## config.mk

```make
export PLATFORM = sky130hd
export DESIGN_NAME = mem_sram_arbiter
export DESIGN_NICKNAME = d
export VERILOG_FILES = /design/src/rtl/mem_sram_arbiter.sv
export SDC_FILE = /design/constraint.sdc
export NUM_CORES = 1
export LEC_CHECK = 0
export CAP_MARGIN = 40
export CELL_PAD_IN_SITES_DETAIL_PLACEMENT = 0
export CELL_PAD_IN_SITES_GLOBAL_PLACEMENT = 1
export CORE_AREA = 3 3 745 747
export DETAILED_ROUTE_END_ITERATION = 7
export DIE_AREA = 0 0 748 750
export HOLD_SLACK_MARGIN = 0.03
export PLACE_DENSITY = 0.3
export SLEW_MARGIN = 5
export SYNTH_ARGS = -nofsm -noshare
export SYNTH_HDL_FRONTEND = slang
export SYNTH_SLANG_ARGS = --single-unit
export TNS_END_PERCENT = 10
```

## constraint.sdc

```tcl
create_clock -name clk -period 2.8 [get_ports clk]
set_input_delay 0.28 -clock clk [delete_from_list [all_inputs] [get_ports clk]]
set_output_delay 0.28 -clock clk [all_outputs]
set_load 0.02 [all_outputs]
```

## src/rtl/mem_sram_arbiter.sv

```systemverilog
// mem_sram_arbiter: round-robin arbiter sharing one single-port 256b-wide SRAM bank
// among N_CLIENTS requesters. It issues at most one access per cycle and drops
// accesses whose bank id does not match, turning them into a one-cycle error pulse.
// Read data returns one cycle after the grant. A client can hold the bank for a
// locked burst of up to MAX_BURST beats.
`timescale 1ns/1ps
module mem_sram_arbiter #(
    parameter int unsigned N_CLIENTS = 4,
    parameter int unsigned BANK_ID   = 0,
    parameter int unsigned MAX_BURST = 8
) (
    input  logic                      clk,
    input  logic                      rst,
    input  logic [N_CLIENTS-1:0]      cl_req,
    input  logic [N_CLIENTS-1:0]      cl_we,
    input  logic [N_CLIENTS-1:0]      cl_lock,
    input  logic [N_CLIENTS*19-1:0]   cl_addr,
    input  logic [N_CLIENTS*256-1:0]  cl_wdata,
    output logic [N_CLIENTS-1:0]      cl_gnt,
    output logic [N_CLIENTS-1:0]      cl_rvalid,
    output logic [255:0]              cl_rdata,
    output logic [N_CLIENTS-1:0]      cl_err,
    output logic                      sram_cs,
    output logic [3:0]                sram_id,
    output logic                      sram_read,
    output logic                      sram_write,
    output logic [18:0]               sram_addr,
    output logic [255:0]              sram_din,
    input  logic [255:0]              sram_dout
);

    localparam int          NC    = int'(N_CLIENTS);
    localparam int unsigned IDX_W = (N_CLIENTS > 1) ? $clog2(N_CLIENTS) : 1;
    localparam logic [3:0]  BANK  = 4'(BANK_ID);
    localparam logic [8:0]  MAXB  = 9'(MAX_BURST);

    // Registered state
    logic [IDX_W-1:0]     ptr_q, ptr_d;
    logic [IDX_W-1:0]     owner_q, owner_d;
    logic                 lock_act_q, lock_act_d;
    logic [7:0]           beat_cnt_q, beat_cnt_d;
    logic                 rd_pend_q, rd_pend_d;
    logic [IDX_W-1:0]     rd_idx_q, rd_idx_d;
    logic [N_CLIENTS-1:0] err_q, err_d;

    // Winner selection results
    logic                 win_found;
    logic [IDX_W-1:0]     win_idx;
    logic [IDX_W-1:0]     cand;
    logic [18:0]          win_addr;
    logic [255:0]         win_wdata;
    logic                 win_we;
    logic                 win_lock;
    logic                 bank_ok;
    logic [8:0]           beat_inc;

    // Pick the winner: locked owner first, otherwise round-robin after the last winner.
    // Nothing is granted while reset is held.
    always_comb begin
        win_found = 1'b0;
        win_idx   = '0;
        cand      = '0;
        if (!rst) begin
            if (lock_act_q && cl_req[owner_q]) begin
                win_found = 1'b1;
                win_idx   = owner_q;
            end else begin
                for (int k = 1; k <= NC; k++) begin
                    cand = IDX_W'((int'(ptr_q) + k) % NC);
                    if (!win_found && cl_req[cand]) begin
                        win_found = 1'b1;
                        win_idx   = cand;
                    end
                end
            end
        end
    end

    // Route the winner's request fields and drive the grant / SRAM strobes.
    always_comb begin
        win_addr  = '0;
        win_wdata = '0;
        win_we    = 1'b0;
        win_lock  = 1'b0;
        cl_gnt    = '0;
        for (int i = 0; i < NC; i++) begin
            if (win_found && win_idx == IDX_W'(i)) begin
                win_addr  = cl_addr[i*19 +: 19];
                win_wdata = cl_wdata[i*256 +: 256];
                win_we    = cl_we[i];
                win_lock  = cl_lock[i];
                cl_gnt[i] = 1'b1;
            end
        end
        bank_ok    = (win_addr[18:15] == BANK);
        sram_cs    = win_found && bank_ok;
        sram_read  = win_found && bank_ok && !win_we;
        sram_write = win_found && bank_ok && win_we;
        sram_addr  = win_addr;
        sram_din   = win_wdata;
        sram_id    = BANK;
    end

    // Next-state: pointer, burst lock bookkeeping, read-return and error pipeline.
    always_comb begin
        ptr_d      = ptr_q;
        owner_d    = owner_q;
        lock_act_d = lock_act_q;
        beat_cnt_d = beat_cnt_q;
        rd_pend_d  = 1'b0;
        rd_idx_d   = rd_idx_q;
        err_d      = '0;
        beat_inc   = '0;

        // Owner walked away from its burst: release the lock.
        if (lock_act_q && !cl_req[owner_q]) begin
            lock_act_d = 1'b0;
            beat_cnt_d = '0;
        end

        if (win_found) begin
            ptr_d = win_idx;
            if (win_lock) begin
                // beat_cnt_d is zero unless the owner is continuing its burst.
                beat_inc = {1'b0, beat_cnt_d} + 9'd1;
                if (beat_inc >= MAXB) begin
                    lock_act_d = 1'b0;
                    beat_cnt_d = '0;
                end else begin
                    lock_act_d = 1'b1;
                    owner_d    = win_idx;
                    beat_cnt_d = beat_inc[7:0];
                end
            end else begin
                lock_act_d = 1'b0;
                beat_cnt_d = '0;
            end
            if (!bank_ok) begin
                err_d = cl_gnt;
            end
        end

        if (sram_read) begin
            rd_pend_d = 1'b1;
            rd_idx_d  = win_idx;
        end
    end

    // State register; reset gives client 0 top priority and drops pending responses.
    always_ff @(posedge clk or posedge rst) begin
        if (rst) begin
            ptr_q      <= IDX_W'(N_CLIENTS - 1);
            owner_q    <= '0;
            lock_act_q <= 1'b0;
            beat_cnt_q <= '0;
            rd_pend_q  <= 1'b0;
            rd_idx_q   <= '0;
            err_q      <= '0;
        end else begin
            ptr_q      <= ptr_d;
            owner_q    <= owner_d;
            lock_act_q <= lock_act_d;
            beat_cnt_q <= beat_cnt_d;
            rd_pend_q  <= rd_pend_d;
            rd_idx_q   <= rd_idx_d;
            err_q      <= err_d;
        end
    end

    // Response side: one-hot read-valid for the client whose read issued last cycle.
    always_comb begin
        cl_rvalid = '0;
        for (int i = 0; i < NC; i++) begin
            cl_rvalid[i] = rd_pend_q && (rd_idx_q == IDX_W'(i));
        end
        cl_rdata = sram_dout;
        cl_err   = err_q;
    end

endmodule

```

==> summary.txt <==
CRITICAL PATH
-------------------------------------------------------------------------------
Minimum setup slack among reg-to-reg paths                             -0.48 ns
Maximum cell stage delay along the critical path                        0.44 ns
Ordered list of cells on the worst path                            mux2_4 -> a22oi_4 -> nor2_2 -> or3_4 -> buf_16 -> buf_16 -> buf_12 -> buf_4 -> o21ai_0 -> o21ai_1 -> a21oi_1 -> a21oi_2 -> buf_4 -> buf_12
Arrival @ worst endpoint                                                3.37 ns
Worst flop-to-flop path endpoint                                    rd_idx_q[1]
First element of the critical path                                   owner_q[0]
Sort of element at the start of the critical path                      register
Critical Path End                                                  sram_din[208]
Kind of end point of the critical path                               output pin
Critical Path Slowest Stage Cell                                   sky130_fd_sc_hd__dfrtp_1
Crit Path Category                                                 register to output pin
Beginning of the worst register-to-register path                     owner_q[0]
Path depth of the worst reg2reg path                                         12
Required time reported for the critical path endpoint                   2.52 ns
Largest driver fanout on the critical path                                   32

POWER
-------------------------------------------------------------------------------
Reported net switching power                                            21.4 mW
Internal power contribution                                             18.3 mW
Clock network fraction of design power                                     1.2%
Fraction of power spent switching nets                                    54.0%
Static Leakage                                                          13.2 nW
Maximum VDD drop                                                     0.000377 V
Total power                                                             39.7 mW
Total power divided by cell area                                     940 nW/µm²
Part of the power in combinational logic                                  97.5%
Part of the power in registers                                             1.2%

LOGIC SYNTHESIS
-------------------------------------------------------------------------------
Mapped Area                                                           11500 µm²
Top cells by area, synth                                           sky130_fd_sc_hd__o21ai_0, sky130_fd_sc_hd__a21oi_1, sky130_fd_sc_hd__buf_4, sky130_fd_sc_hd__a221o_1, sky130_fd_sc_hd__nand2_1
Combinational family with the most area after synthesis            compound AO/OA/AOI/OAI gates
Number of enable-type register cells in the synthesized netlist               0
Area share of the largest cell type after synthesis                       28.5%
Sequential share of the synthesized area                                  4.37%
Syn Inst Count                                                             2029
Synth cell types                                                             54
Post-synthesis share of cell area spent on xor and xnor gates                0%
Area fraction in and, or, nand and nor cells after synthesis              9.89%
Syn. warnings                                                                 0
Most repeated cell in the gate-level netlist after synthesis       sky130_fd_sc_hd__o21ai_0
Compound-cell area share of the yosys netlist                             59.6%
Most frequent cells after synthesis                                sky130_fd_sc_hd__o21ai_0, sky130_fd_sc_hd__a21oi_1, sky130_fd_sc_hd__buf_4, sky130_fd_sc_hd__nand2_1, sky130_fd_sc_hd__clkbuf_1
Synth Flop Type                                                    sky130_fd_sc_hd__dfrtp_1
Avg Synthesized Cell Area                                              5.68 µm²
Adder-cell share of the synthesized area                                 0.217%
Fraction of registers with async set or reset after synthesis              100%
Library cell with the largest summed area after synthesis          sky130_fd_sc_hd__o21ai_0
Mux contribution to synthesized area                                      1.28%
Synthesis-stage register bit count                                           20

OUTCOME
-------------------------------------------------------------------------------
Run status                                                         finished with violations
Failing checks                                                     negative setup slack

DIE
-------------------------------------------------------------------------------
Die X-Extent                                                             748 µm
Area enclosed by the die boundary                                    561000 µm²
Top-Level Pins                                                             1920
Initial Util                                                              2.10%
Y dimension of the die                                                   750 µm
Core area                                                            549000 µm²
Count of standard-cell rows                                                 272

LAYOUT
-------------------------------------------------------------------------------
Final #Nets                                                                4862
Growth of design area from synthesis to finish                             266%
Core utilization of the finished layout                                   7.69%
Fill cell count                                                           64300
Multi-input combinational cell area                                    9940 µm²
Layout cell share with drive strength beyond 1                            33.3%
Register Area                                                           503 µm²

STA
-------------------------------------------------------------------------------
Pin slew with the least headroom to its limit                          0.634 ns
Slew Viols, Final                                                             0
Worst Hold Margin                                                      0.509 ns
Max transition margin                                                     57.6%
Clock skew                                                            0.0246 ns
Timing-limited maximum frequency                                        274 MHz
Unrepaired setup endpoints after global routing                            true
Final setup viols                                                           295
Post-route clock period utilization                                        130%
Final Worst Setup Slack                                               -0.850 ns
Final number of hold-violating endpoints                                      0
Tmin final                                                              3.65 ns

CLOCK TREE
-------------------------------------------------------------------------------
Clock-pin slew on the worst setup and hold paths                        0.11 ns
CTS root buf                                                       sky130_fd_sc_hd__clkbuf_16
Clock tree sinks                                                             20
Clock tree from TritonCTS                                                   yes
Inserted Clock Buffers                                                        3
Insertion delay of the later-clocked pin in the worst-skew pair         0.30 ns
Number of H-tree levels                                                       1
Clk buf depth                                                                 2
CTS Hold Bufs                                                                 0

GLOBAL ROUTING
-------------------------------------------------------------------------------
Total global routing overflow                                                 0
Maximum number of pins on one net before global-route repair                 50
GRT Overall Usage                                                         14.3%
Antenna violations before repair                                            368
First-pass GRT wire length                                            476000 µm
Number of global-route vias before repair                                 24400

ROUTE
-------------------------------------------------------------------------------
Post-detailed-route wirelength per cell                                 39.4 µm
Number of vias after detailed routing                                     25100
Routed wire length                                                    426000 µm
Remaining design rule violation count                                         0
Via/cell ratio                                                             2.33
Antenna violation net count after detailed routing                            0
Detailed-routing iteration count for the pre-antenna-repair pass              8
DRC marker count from the first detailed-route iteration                   1557

PLACE
-------------------------------------------------------------------------------
HPWL Detailed                                                         393000 µm
DP Worst Slack                                                         -1.36 ns
Number of buffer cells added on primary ports                              1403
Final weighted congestion in routability-driven placement                 0.941

WORST HOLD PATH
-------------------------------------------------------------------------------
Class of the tightest hold or removal check                        register to register

JOB
-------------------------------------------------------------------------------
Max-cap violations                                                            0

==> layout make-up <==
cell class | instances | share of cell area (%)
Inverter | 16 | 0.142
Multi-Input combinational cell | 1527 | 23.6
Sequential cell | 20 | 1.19
Tap cell | 7261 | 21.5
Timing Repair Buffer | 1922 | 53.0
Antenna cell | 60 | 0.356
Clock buffer | 3 | 0.178
Clock inverter | 1 | 0.0712
==> flip-flops by register name, summed over array words and instances (netlist names) <==
name and cells:
beat_cnt_q 8, cl_err 4, owner_q 2, ptr_q 2, rd_idx_q 2, lock_act_q 1, rd_pend_q 1
==> metrics by stage <==
step | instances | TNS [ns] | instance area [µm²]
detailed placement | 10700 | -237.60 | 38500
floorplan | 2032 | -19.15 | 11800
global route | 10800 | -213.79 | 42100
global placement | 10600 | -262.05 | 38400
finish | 10800 | -178.70 | 42200
CTS | 10700 | -193.02 | 40300
==> how the worst min path moves through the flow <==
stage	depth (start not counted)	slack, ns	from	end
after floorplan	1	0.29	rst	beat_cnt_q[0]
after global placement	2	0.47	beat_cnt_q[6]	beat_cnt_q[6]
after detailed placement	2	0.49	beat_cnt_q[4]	beat_cnt_q[4]
after CTS	2	0.51	beat_cnt_q[4]	beat_cnt_q[4]
after global routing	2	0.54	beat_cnt_q[5]	beat_cnt_q[5]
final	2	0.51	beat_cnt_q[4]	beat_cnt_q[4]
==> critical path, delay by kind of cell, from the launching register on <==
kind                   cells  cell delay (ns)
AOI/OAI and AO/OA          5             0.69
buffers and inverters      6             0.99
and+or+nand+nor            2             0.44
DFF                        1             0.44
muxes                      1             0.35
==> power groups by stage <==
| stage | Sequential, mW | Combinational, mW | Clock (mW) |
|---|---|---|---|
| floorplan | 0.487 | 10.3 | 0 |
| global placement | 0.480 | 34.8 | 0 |
| detailed placement | 0.487 | 34.7 | 0 |
| CTS | 0.479 | 37.2 | 0.524 |
| global route | 0.492 | 40.9 | 0.527 |
| finish | 0.481 | 38.7 | 0.493 |
==> timing repair <==
item | 4_1_cts | 5_1_grt
buffers inserted | 37 | 48
gates cloned | 13 | 12
pin swaps | 27 | 61
resized for setup | 355 | 422
endpoints found under the setup margin | 295 | 295
==> layout by cell type, fill, tap and decap left out, types with 4 or more instances in the layout <==
| master | count |
|---|---|
| sky130_fd_sc_hd__nand3_1 | 5 |
| sky130_fd_sc_hd__clkbuf_16 | 15 |
| sky130_fd_sc_hd__conb_1 | 4 |
| sky130_fd_sc_hd__o21ai_0 | 454 |
| sky130_fd_sc_hd__inv_1 | 15 |
| sky130_fd_sc_hd__o21ai_4 | 22 |
| sky130_fd_sc_hd__o221ai_4 | 4 |
| sky130_fd_sc_hd__nand2_4 | 5 |
| sky130_fd_sc_hd__nand2_2 | 37 |
| sky130_fd_sc_hd__buf_4 | 353 |
| sky130_fd_sc_hd__dlygate4sd2_1 | 6 |
| sky130_fd_sc_hd__o21ai_2 | 56 |
| sky130_fd_sc_hd__a221o_2 | 4 |
| sky130_fd_sc_hd__buf_8 | 23 |
| sky130_fd_sc_hd__clkdlybuf4s50_1 | 1117 |
| sky130_fd_sc_hd__diode_2 | 60 |
| sky130_fd_sc_hd__nand2_1 | 179 |
| sky130_fd_sc_hd__a221o_1 | 103 |
| sky130_fd_sc_hd__a21oi_2 | 160 |
| sky130_fd_sc_hd__nor2_1 | 11 |
| sky130_fd_sc_hd__nor3_1 | 6 |
| sky130_fd_sc_hd__o21ai_1 | 134 |
| sky130_fd_sc_hd__buf_12 | 314 |
| sky130_fd_sc_hd__mux2i_1 | 5 |
| sky130_fd_sc_hd__buf_16 | 24 |
| sky130_fd_sc_hd__nand2b_1 | 6 |
| sky130_fd_sc_hd__a21oi_4 | 38 |
| sky130_fd_sc_hd__dfrtp_1 | 18 |
| sky130_fd_sc_hd__buf_6 | 68 |
| sky130_fd_sc_hd__a21oi_1 | 241 |
| sky130_fd_sc_hd__nor2b_1 | 4 |
==> logic make-up after synthesis <==
family          count (synthesis)
simple gates                  274
mux                            12
compound gates               1235
fa+ha+maj                       2
other cells                     1
buf+inv                       485
flops                          20
==> layer usage <==
layer | up-vias | global-route usage (%) | share of wire [%]
li1 | 10200 | - | -
met1 | 11700 | 12.9 | 31
met4 | 94 | 5.32 | 5.0
met2 | 2424 | 23.2 | 45
met5 | - | 0.206 | 0.17
met3 | 743 | 12.2 | 19
Note: power is estimated with default switching activity, not from simulation.
